===== config.mk =====
export PLATFORM = sky130hd
export DESIGN_NAME = sync_down_counter
export DESIGN_NICKNAME = d
export VERILOG_FILES = /design/src/rtl/sync_down_counter.sv
export SDC_FILE = /design/constraint.sdc
export NUM_CORES = 1
export LEC_CHECK = 0
export BUFFER_PORTS_ARGS = -buffer_cell sky130_fd_sc_hd__buf_4
export CAP_MARGIN = 5
export CORE_AREA = 2 2 39 41
export CTS_BUF_LIST = sky130_fd_sc_hd__clkbuf_4
export CTS_CLUSTER_DIAMETER = 40
export DETAILED_ROUTE_END_ITERATION = 10
export DIE_AREA = 0 0 41 43
export GPL_TIMING_DRIVEN = 0
export SLEW_MARGIN = 20
export SYNTH_ARGS = -nofsm -noshare
export SYNTH_HDL_FRONTEND = slang
export SYNTH_SLANG_ARGS = --single-unit

===== constraint.sdc =====
create_clock -name clk -period 1.45 [get_ports clk]
set_input_delay 0.435 -clock clk [delete_from_list [all_inputs] [get_ports clk]]
set_output_delay 0.435 -clock clk [all_outputs]
set_load 0.01 [all_outputs]

===== src/rtl/sync_down_counter.sv =====
// Loadable down counter / interval timer: stops at zero (one-shot) or reloads
// (periodic), with a registered one-cycle terminal-count pulse.
module sync_down_counter #(
  parameter int WIDTH = 4
) (
  input  logic             clk,
  input  logic             clear,
  input  logic             load,
  input  logic [WIDTH-1:0] load_value,
  input  logic             enable,
  input  logic             auto_reload,
  output logic [WIDTH-1:0] Q,
  output logic             tc,
  output logic             busy
);

  typedef enum logic {
    IDLE = 1'b0,
    RUN  = 1'b1
  } state_t;

  state_t           state;
  logic [WIDTH-1:0] reload;

  // busy is the registered image of state, so binding a checker to busy
  // observes the FSM directly.
  always_ff @(posedge clk) begin
    if (clear) begin
      Q      <= '0;
      reload <= '0;
      tc     <= 1'b0;
      busy   <= 1'b0;
      state  <= IDLE;
    end else if (load) begin
      Q      <= load_value;
      reload <= load_value;
      tc     <= 1'b0;
      if (load_value != '0) begin
        state <= RUN;
        busy  <= 1'b1;
      end else begin
        state <= IDLE;
        busy  <= 1'b0;
      end
    end else if (state == RUN && enable) begin
      if (Q > WIDTH'(1)) begin
        Q  <= Q - WIDTH'(1);
        tc <= 1'b0;
      end else if (auto_reload) begin
        // Q==1 jumps straight to the reload value, so Q never reads 0 here.
        Q  <= reload;
        tc <= 1'b1;
      end else begin
        Q     <= '0;
        tc    <= 1'b1;
        state <= IDLE;
        busy  <= 1'b0;
      end
    end else begin
      tc <= 1'b0;
    end
  end

endmodule


==> results.tsv, run 1 <==
metric	value	unit
max cap viols	0	
Post-DP Area	656.9	µm²
Max-slew headroom	80.59	%
layout cell share with drive strength beyond 1	40.00	%
Final Hold Viols	0	
FFs w/ async S/R, synth	0	%
most common cell in the netlist	dfxtp_1	
Top Ports	15	
total track usage	15.79	%
Worst EP arrival	1550	ps
area grow syn2layout	37.88	%
syn avg cell area	8.863	µm²
maximum clock rate	738.9	MHz
row cnt	14	
final critical-path share of the clock period	93.34	%
Worst setup EP type	flip-flop	
pre-CTS WS	-54.28	ps
Pwr Total	0.6631	mW
Placer Congestion	0.7075	
Remaining DRCs	0	
Comb pwr share	24.1	%
Worst-path clk slew	70	ps
sequential area share after synthesis	37.65	%
Die X	41	µm
HPWL after DPL	856	µm
Reg power frac	46.5	%
final instance count without filler cells	96	
first-pass GRT wire length	1.897	mm
Worst Slack Setup Final	96.56	ps
CTS sink count	10	
most frequent cells after synthesis	10 x dfxtp_1, 7 x a21oi_1, 6 x mux2i_1, 6 x nor2_1	
Final TNS setup	0	ps
Worst Path Max Fanout	4	
Psw	0.1901	mW
vias in the first global route	442	
GRT overflow	0	
Vias/cell	5.333	
Core Box Area	1384	µm²
P_int	0.4729	mW
largest net degree at the start of global routing	11	
die area	1763	µm²
Final ANT Viol Nets	0	
status	finished, final reports clean	
Synth Flop Type	dfxtp_1	
Post-Syn Nets	71	
Tmin final	1353	ps
Final Routed Wirelength	1.188	mm
Syn Inst Count	60	
drt first pass iters	4	
Max rail drop VDD	0.4363	mV
endpoints failing setup	0	
wire per inst	12.38	µm
TritonCTS Buffers	3	
worst clock skew	0.7679	ps
I/O Buffers	14	
worst hold path type	input port to flip-flop	
CTS tree	built	
critical path class	flip-flop to flip-flop	
Slew Viols, Final	0	
fin util	52.98	%
ranking of synthesized cells by area	dfxtp_1 38%, mux2i_1 11%, a21oi_1 6.6%, ha_1 4.7%, nor2_1 4.2%	
later-pin clock latency in the skew report	260	ps
Initial Utilization	38.43	%
Leak	0.3098	nW
Switching Share	28.68	%
Post-synth EDFFs	0	
Worst-Margin Slew	287.4	ps
via count	512	
Synth Cell Area	531.8	µm²
Die Ht	43	µm
H-tree levels	1	
post-route cell area	733.2	µm²
WP data required	1640	ps
PwrDens	904.3	nW/µm²
dpl cells	90	
CTS Buffer Depth	2	
hold slack	437.9	ps
area leader, netlist	dfxtp_1	
Root Driver	clkbuf_4	
Netlist cell types	24	
initial antenna violation count	0	
FF+latch count, synth	10	
power share of the clock group	29.4	%
top cell type's share of synthesized area	37.65	%
Starting DRT DRC Count	10	
Layout Nets	93	
startpoint type of the worst setup path	flip-flop	
Yosys Warn Count	0	
antenna diode count	0	
## power groups by stage
stage               Sequential [mW]  Clock [mW]  Combinational [mW]
finish                        0.308       0.195               0.159
global route                  0.311       0.209               0.175
CTS                           0.308       0.193               0.139
detailed placement            0.315           0               0.138
global placement              0.315           0               0.139
floorplan                     0.315           0              0.0813
## metal layers
metal	share of wire [%]	vias up	track usage, %
li1	-	260	-
met1	47	234	22.65
met2	46	16	21.25
met3	6.5	2	5.236
met4	0.42	0	6.000
met5	0	-	0
## layout make-up
| class | count | area [µm²] |
|---|---|---|
| Timing Repair Buffer | 17 | 127.6 |
| Inverter | 3 | 11.26 |
| Multi-Input combinational cell | 45 | 329.1 |
| Buffer | 2 | 16.27 |
| Tap cell | 16 | 20.02 |
| Fill cell | 134 | 650.6 |
| Sequential cell | 10 | 206.4 |
| Clock buffer | 3 | 22.52 |
## layout by cell type, fill, tap and decap left out
cell       synthesis  routed
clkbuf_4           0       3
o2bb2ai_1          2       2
nor3_1             3       3
buf_4              0      17
a22oi_1            2       2
nand2_2            1       1
a31oi_1            2       2
nand2_1            3       3
nand3_1            1       1
or4_1              1       1
ha_4               0       2
buf_2              1       1
a211oi_1           1       1
mux2i_1            6       6
nor2_1             6       6
o41ai_1            1       1
a21oi_1            7       7
inv_2              0       2
nor3_2             1       1
nor2b_4            1       1
buf_6              1       1
nand3b_1           1       1
nand2b_1           2       2
inv_1              3       1
dfxtp_4            0       1
dfxtp_2            0       2
o21ai_1            1       1
or3_1              1       1
dfxtp_1           10       7
## kinds of logic (layout without fill, tap and decap cells)
logic type / Yosys count / count (layout) / synth area share, %
adders and majority gates: 2 / 2 / 4.705
buffers and inverters: 5 / 25 / 5.175
AOI/OAI and AO/OA: 16 / 16 / 19.06
DFF: 10 / 10 / 37.65
and+or+nand+nor: 21 / 21 / 22.12
muxes: 6 / 6 / 11.29
## critical path, cell delays in order (launching register included)
cell and delay, ps:
dfxtp_2 330, inv_2 90, ha_4 160, nor2_1 60, nor3_2 290, mux2i_1 220, o2bb2ai_1 120
## flip-flops by register name, summed over array words and instances, names as in the netlist
register,flops
tc,1
Q,4
state,1
reload,4
## final timing paths
check | startpoint | cells after the start | slack, ps | endpoint
worst max-delay path | Q[1] | 6 | 100 | Q[1]
worst min-delay path | load_value[1] | 3 | 440 | reload[1]
worst max register to register | Q[1] | 6 | 100 | Q[1]
worst min register to register | reload[2] | 2 | 480 | reload[2]
## what timing repair did
action / 4_1_cts / 5_1_grt
setup buffers: 0 / 3
hold buffers: 0 / 0
gates resized for setup: 0 / 10
endpoints found under the setup margin: 0 / 5
No activity file was read; power rests on OpenSTA's default activity.
==> inputs of run 2 (changes only) <==
RECOVER_POWER = 100   (was default)
SLEW_MARGIN = 10   (was 20)
==> results.tsv, run 2 (synthesis gave the netlist of run 1 again) <==
metric	value	unit	change
status	finished, final reports clean		
Root Driver	clkbuf_4		
vias in the first global route	442		unchanged
Final Hold Viols	0		unchanged
H-tree levels	1		unchanged
layout cell share with drive strength beyond 1	36.25	%	-3.8 points
Initial Utilization	38.43	%	unchanged
initial antenna violation count	0		unchanged
Die Ht	43	µm	unchanged
CP delay by family, top	simple AND/OR/NAND/NOR gates		
Final Routed Wirelength	1.179	mm	-0.76%
WP data required	1640	ps	about the same
CTS sink count	10		unchanged
Max-slew headroom	68.15	%	-12 points
most frequent cells in the layout	15 x buf_4, 7 x dfxtp_1, 7 x a21oi_1, 6 x mux2i_1, 6 x nor2_1		
Final ANT Viol Nets	0		unchanged
Worst-path clk slew	70	ps	about the same
largest net degree at the start of global routing	11		unchanged
maximum clock rate	740.1	MHz	+0.17%
crit-path cells	inv_2 -> ha_4 -> nor2_1 -> nor3_2 -> mux2i_1 -> o2bb2ai_1		
final critical-path share of the clock period	93.18	%	-0.16 points
met1 layer usage reported by global route	22.65	%	unchanged
met3 Use GR	5.236	%	unchanged
Max stage delay cell, worst path	dfxtp_2		
GRT overflow	0		unchanged
PwrDens	914.4	nW/µm²	+1.1%
Worst Path Max Fanout	4		unchanged
GRT busiest layer	met1		
wire per inst	12.28	µm	-0.76%
Final TNS setup	0	ps	unchanged
Post-DP Area	656.9	µm²	unchanged
hold-fix buffers at CTS	0		unchanged
Max rail drop VDD	0.4361	mV	about the same
area grow syn2layout	35.06	%	
first-pass GRT wire length	1.897	mm	unchanged
Top Ports	15		unchanged
CTS tree	built		
endpoints failing setup	0		unchanged
die area	1763	µm²	unchanged
via count	505		-1.4%
max cap viols	0		unchanged
Hold Crit Start	load_value[1]		
Vias/cell	5.260		-1.4%
drt first pass iters	4		unchanged
critical path class	flip-flop to flip-flop		
Leak	0.2970	nW	-4.1%
crit path launch	Q[1]		
Pwr Total	0.6567	mW	-0.95%
HPWL after DPL	856	µm	unchanged
CTS Buffer Depth	2		unchanged
row cnt	14		unchanged
Worst setup EP type	flip-flop		
Starting DRT DRC Count	14		+4
later-pin clock latency in the skew report	260	ps	about the same
total track usage	15.79	%	unchanged
worst hold path type	input port to flip-flop		
Remaining DRCs	0		unchanged
I/O Buffers	14		unchanged
Core Box Area	1384	µm²	unchanged
Worst EP arrival	1540	ps	about the same
startpoint type of the worst setup path	flip-flop		
Crit path buffers/inverters	1		unchanged
fin util	51.90	%	-1.1 points
commonest non-fill, non-tap cell in the layout	buf_4		
Layout Nets	93		unchanged
Slew Viols, Final	0		unchanged
Tmin final	1351	ps	-2.362 ps
post-route cell area	718.2	µm²	-2.0%
Largest regs	Q x4, reload x4		
worst clock skew	2.856	ps	+2.088 ps
FF-to-FF Start	Q[1]		
antenna diode count	0		unchanged
TritonCTS Buffers	3		unchanged
critical path's largest stage delay	330	ps	about the same
GRT met2 Usage	21.25	%	unchanged
hold slack	438.1	ps	+0.2920 ps
Worst-Margin Slew	477.8	ps	+190.4 ps
Placer Congestion	0.7075		unchanged
Die X	41	µm	unchanged
==> run 2: final timing paths <==
path,to,slack [ps],cells past startpoint
setup / recovery,Q[0],100,6
hold / removal,reload[1],440,3
setup reg to reg,Q[0],100,6
hold reg to reg,reload[2],480,2
==> run 2: final cells by class <==
cell class,count,area [µm²]
plain buffers,2,8.758
clock buffers,3,22.52
fillers,140,665.6
inverters,3,11.26
multi-input cells,45,329.1
flip-flops and latches,10,206.4
well taps,16,20.02
repair buffers,17,120.1
==> run 2: report_power, final <==
group / switching, mW / internal, mW / total, mW / leakage, nW
sequential: 0.0172 / 0.291 / 0.308 / 0.0837
clock: 0.0973 / 0.0959 / 0.193 / 0.0138
combinational: 0.0731 / 0.0820 / 0.155 / 0.199
==> run 2: timing repair <==
action | in CTS | in global routing
resized for setup | 0 | 10
setup buffers | 0 | 3
setup endpoints to repair | 0 | 5
==> run 2: tightest hold or removal path, cell delays in order <==
cell,delay (ps)
buf_4,100
mux2i_1,60
nor2_1,70
==> run 2: routing by layer <==
layer | up-vias | wire length [µm]
li1 | 261 | -
met1 | 224 | 553
met2 | 18 | 537
met3 | 2 | 83
met4 | 0 | 5
met5 | - | 0
==> run 2: stage by stage <==
step                instances  worst slack, ps
global placement           90           -63.04
detailed placement         90           -54.28
finish                     96            98.92
floorplan                  60            96.06
global route               96           -4.875
CTS                        93            25.65
